`src/rtl/output_buffer_ctrl.sv`:
```
// rtl/output_buffer_ctrl.sv - circular byte buffer feeding the serial transmitter
// Bytes leave in write order through a load/busy handshake; busy is resynchronized locally.
module output_buffer_ctrl #(
  parameter int DEPTH   = 8,
  parameter int WIDTH   = 8,
  parameter int TIMEOUT = 15
) (
  input  logic                   clk,
  input  logic                   n_rst,
  input  logic                   wr_en,
  input  logic [WIDTH-1:0]       wr_data,
  input  logic                   flush,
  input  logic                   tx_busy_async,
  output logic                   tx_load,
  output logic [WIDTH-1:0]       tx_data,
  output logic [$clog2(DEPTH):0] count,
  output logic                   empty,
  output logic                   full,
  output logic                   overflow,
  output logic                   load_err
);
  localparam int AW = $clog2(DEPTH);
  localparam int CW = AW + 1;
  localparam int TW = $clog2(TIMEOUT + 1);

  typedef enum logic [1:0] {IDLE, LOAD, WAIT_BUSY, WAIT_DONE} state_e;
  state_e state_q, state_d;

  logic             busy_meta_q, busy_sync_q;
  logic [WIDTH-1:0] mem_q [DEPTH];
  logic [AW-1:0]    wp_q, rp_q;
  logic [CW-1:0]    count_q, count_d;
  logic             empty_q, full_q, overflow_q, load_err_q;
  logic [WIDTH-1:0] tx_data_q;
  logic [TW-1:0]    tmo_q;
  logic             start, pop, push, expire;

  // Both flops reset to busy so nothing is handed off until the transmitter is seen idle.
  always_ff @(posedge clk or negedge n_rst) begin
    if (!n_rst) begin
      busy_meta_q <= 1'b1;
      busy_sync_q <= 1'b1;
    end else begin
      busy_meta_q <= tx_busy_async;
      busy_sync_q <= busy_meta_q;
    end
  end

  assign start  = (state_q == IDLE) && !empty_q && !busy_sync_q && !flush;
  assign pop    = (state_q == LOAD) && !flush;
  assign push   = wr_en && !flush && (!full_q || pop);
  assign expire = (state_q == WAIT_BUSY) && !busy_sync_q && (tmo_q == TW'(TIMEOUT - 1));

  always_comb begin
    count_d = count_q;
    if (flush)              count_d = '0;
    else if (push && !pop)  count_d = count_q + 1'b1;
    else if (pop && !push)  count_d = count_q - 1'b1;
  end

  always_ff @(posedge clk or negedge n_rst) begin
    if (!n_rst) state_q <= IDLE;
    else        state_q <= state_d;
  end

  always_comb begin
    state_d = state_q;
    case (state_q)
      IDLE:      if (start) state_d = LOAD;
      LOAD:      state_d = WAIT_BUSY;
      WAIT_BUSY: begin
        if (busy_sync_q) state_d = WAIT_DONE;
        else if (expire) state_d = IDLE;
      end
      WAIT_DONE: if (!busy_sync_q) state_d = IDLE;
      default:   state_d = IDLE;
    endcase
  end

  always_comb begin
    tx_load = (state_q == LOAD);
  end

  always_ff @(posedge clk) begin
    if (push) mem_q[wp_q] <= wr_data;
  end

  always_ff @(posedge clk or negedge n_rst) begin
    if (!n_rst) begin
      wp_q       <= '0;
      rp_q       <= '0;
      count_q    <= '0;
      empty_q    <= 1'b1;
      full_q     <= 1'b0;
      overflow_q <= 1'b0;
      load_err_q <= 1'b0;
      tx_data_q  <= '0;
      tmo_q      <= '0;
    end else begin
      if (flush) begin
        wp_q <= '0;
        rp_q <= '0;
      end else begin
        if (push) wp_q <= wp_q + 1'b1;
        if (pop)  rp_q <= rp_q + 1'b1;
      end
      count_q    <= count_d;
      empty_q    <= (count_d == '0);
      full_q     <= (count_d == CW'(DEPTH));
      overflow_q <= wr_en && full_q && !pop && !flush;
      load_err_q <= load_err_q | expire;
      if (start) tx_data_q <= mem_q[rp_q];
      if (state_q == LOAD) tmo_q <= '0;
      else if (state_q == WAIT_BUSY && !busy_sync_q) tmo_q <= tmo_q + 1'b1;
    end
  end

  assign tx_data  = tx_data_q;
  assign count    = count_q;
  assign empty    = empty_q;
  assign full     = full_q;
  assign overflow = overflow_q;
  assign load_err = load_err_q;
endmodule

```
`config.mk`:
```
export PLATFORM = sky130hd
export DESIGN_NAME = output_buffer_ctrl
export DESIGN_NICKNAME = d
export VERILOG_FILES = /design/src/rtl/output_buffer_ctrl.sv
export SDC_FILE = /design/constraint.sdc
export NUM_CORES = 1
export LEC_CHECK = 0
export CORE_MARGIN = 2
export CORE_UTILIZATION = 43
export CTS_BUF_LIST = sky130_fd_sc_hd__clkbuf_16
export CTS_CLUSTER_DIAMETER = 60
export CTS_CLUSTER_SIZE = 10
export DETAILED_ROUTE_END_ITERATION = 6
export MAX_ROUTING_LAYER = met4
export PLACE_DENSITY = 0.67
export SYNTH_ARGS = -nofsm -noshare
export SYNTH_HDL_FRONTEND = slang
export SYNTH_SLANG_ARGS = --single-unit
```
`constraint.sdc`:
```
create_clock -name clk -period 2.6 [get_ports clk]
set_input_delay 0.65 -clock clk [delete_from_list [all_inputs] [get_ports clk]]
set_output_delay 0.65 -clock clk [all_outputs]
set_load 0.05 [all_outputs]
```
==> summary.txt <==
CTS
  • Num CTS Buffers: 9
  • Hold buffer count at CTS: 0
  • Post-CTS setup buffers: 0
  • Post-CTS sizing: 0
  • Max clock buf depth: 2
  • Clock Latency Late Sink: 0.34 ns
  • Clock transition at the registers of the reported paths: 0.08 ns
  • CTS root buf: clkbuf_16
  • Clock sink count: 94
  • CTS tree: built
  • Max H-tree Level: 3

Finish
  • Final-layout fill cell count: 716
  • Layout area overhead: 19.6%
  • Final net count: 302
  • Number of diodes: 0
  • Ratio of cells with drive above 1 in the final layout: 22.6%

Timing
  • Final setup viols: 0
  • Worst Tran Pin Value: 0.826 ns
  • Setup WS post-layout: 0.239 ns
  • Clk_skew: 0.0113 ns
  • Max-slew headroom: between 40 and 50%
  • Fmax: between 400 and 500 MHz
  • Final hold violations: 0
  • Final min period: between 2 and 2.5 ns
  • RSZ-0062 raised after global routing: false
  • Crit share post-route: a little over 90%
  • Setup_tns: 0 ns
  • Slew Limit Fails: 0
  • Hold slack: 0.362 ns

Placement
  • Pre-CTS setup slack: around 0.081 ns
  • Placer Congestion: a little over 0.8
  • Post-DP HPWL: 4550 µm
  • IO Port Bufs: 29

Drt
  • DR pass1 iterations: 5
  • # DRC: 0
  • Final wirelength: around 6700 µm
  • Routed len/inst: 16.9 µm
  • DR vias/cell: around 5
  • Routed vias: 2019
  • Antenna Nets Post-Route: 0
  • First DRT Iteration DRCs: 123

Power
  • Pwr/cell area: 939 nW/µm²
  • Clock power frac: 29.4%
  • Int Pwr: 2.92 mW
  • Seq pwr share: 43.9%
  • VDD IR max: 316 µV
  • P_leak: 1.67 nW
  • Switching pwr: 1.45 mW
  • Comb pwr share: 26.8%
  • Switching Share: about a third

Setup path
  • CP arrival: 1.71 ns
  • CP Max Fanout: 6
  • Element type at the critical path end: output pin
  • Required time worst endpoint: approximately 2.0 ns
  • CP startpoint kind: flip-flop
  • Crit. Startpoint: full$_DFF_PN0_
  • Worst-path cell chain: clkdlybuf4s50_1
  • Crit path kind: flip-flop to output pin
  • Reg-to-Reg Start: state_q[1]$_DFFE_PN0P_
  • Worst path max stage delay: ~0.86 ns
  • WP buf/inv: 1
  • Critical path's slowest cell: clkdlybuf4s50_1
  • Crit-path leading delay family: buffers and inverters

Yosys
  • Compound-cell area share of the yosys netlist: 4.18%
  • Post-synthesis xor/xnor area fraction: 1.58%
  • Post-synthesis sequential area ratio: 68.8%
  • Cells after Synth: 238
  • Syn Nets: 257
  • Area contributors post-synth: edfxtp_1, dfrtp_1, mux4_2
  • Yosys cell types: 42
  • Synth top area share: 49.4%
  • Post-Synth Adder-Cell Area: 1.93%
  • Most numerous cell in the Yosys netlist: edfxtp_1
  • Post-synth ARST share: 31.9%
  • Area leader, netlist: edfxtp_1
  • Top cells by count, synth: edfxtp_1, dfrtp_1, nor2_1, mux4_2, nand2_1
  • Synthesized flop and latch total: 94
  • Largest family of logic cells by synthesized area: multiplexers
  • Simple-gate portion of the synthesized area: 8.82%
  • Post-synth top flop: edfxtp_1
  • Syn Area/Cell: about 16 µm²
  • Post-synth EDFFs: 64
  • Mux contribution to synthesized area: 12.1%
  • Mapped Area: 3890 µm²
  • Synthesis warning total: 0

Run
  • Max_cap viols: 0

Die
  • Die X: 99.1 µm
  • Initial Util: 44.4%
  • Die height: 99.1 µm
  • Die area: 9820 µm²
  • Ports: 30
  • # rows: 34
  • CORE AREA: 8760 µm²

GRT
  • First-pass GRT wire length: about 11000 µm
  • Vias in the first global route: 2111
  • GRT Util Overall: 15.4%
  • Initial antenna violation count: 0
  • Congestion Overflow GR: 0
  • Largest net degree at the start of global routing: 31

Worst hold path
  • Worst Hold Class: flip-flop to flip-flop
  • Hold Crit Start: busy_meta_q$_DFF_PN1_

Status
  • Outcome: completed
## sequential cells by signal, summed over array words and instances, names as in the netlist, 2 cells and up
name     cells
count        4
mem_q       64
rp_q         3
state_q      2
tmo_q        4
tx_data      8
wp_q         3
## worst paths after layout
| kind | to | slack [ns] | depth (start not counted) |
|---|---|---|---|
| setup reg to reg | full$_DFF_PN0_ | 0.68 | 6 |
| max in group asynchronous | busy_meta_q$_DFF_PN1_ | 1.58 | 2 |
| hold / removal | busy_sync_q$_DFF_PN1_ | 0.36 | 0 |
| hold reg to reg | busy_sync_q$_DFF_PN1_ | 0.36 | 0 |
| min in group asynchronous | tmo_q[2]$_DFFE_PN0P_ | 0.69 | 2 |
| setup / recovery | full | 0.24 | 1 |
## metal layers
metal | share of wire, % | track usage (%) | up-vias
li1 | - | - | 982
met5 | 0 | - | -
met3 | 5.3 | 4.57 | 7
met4 | 1.3 | 6.01 | 0
met1 | 48 | 20.6 | 980
met2 | 46 | 22.6 | 50
## cells by family (layout without fill, tap and decap cells)
group | after synthesis | after routing
AO/OA/AOI/OAI | 26 | 26
XOR/XNOR | 7 | 7
buffers and inverters | 15 | 65
flip-flops | 94 | 94
AND/OR/NAND/NOR | 64 | 64
adder cells (fa/ha/maj) | 6 | 6
multiplexers | 26 | 26
## layout make-up
type	count	area, µm²	share of cell area [%]
inverters	6	35.0	0.753
multi-input cells	129	1110	23.9
flip-flops and latches	94	2680	57.5
clock inverters	7	75.1	1.61
clock buffers	9	225	4.84
repair buffers	43	393	8.45
well taps	108	135	2.91
## cells in the final DEF, fill, tap and decap left out, types with 2 or more instances in the layout
cell             count
clkdlybuf4s50_1     28
mux2i_1              8
dfrtp_1             27
nand2_1             16
nand3_1              3
mux4_2              16
inv_8                3
dfstp_2              3
xor2_1               4
xnor2_1              3
edfxtp_1            64
nor2b_1              3
a21oi_1             12
o31ai_1              2
clkbuf_16            9
buf_4               15
o21ai_0              6
nor3_1               8
a21o_2               2
inv_1                4
ha_1                 6
nand2b_1             3
nor2_1              22
## stage by stage
stage               cells  total power, mW  instance area (µm²)  utilization [%]
finish                396             4.37                 4650             53.1
global route          396             4.57                 4650             53.1
CTS                   396             4.41                 4650             53.1
detailed placement    380             3.12                 4350             49.6
global placement      380             3.11                 4350             49.6
floorplan             238             2.80                 3890                -
## power by group through the flow
stage	clock, mW	sequential (mW)	combinational (mW)
floorplan	0	2.21	0.586
global placement	0	1.94	1.16
detailed placement	0	1.94	1.18
CTS	1.31	1.92	1.18
global route	1.37	1.95	1.26
finish	1.28	1.92	1.17
(Power assumes the default switching activity.)
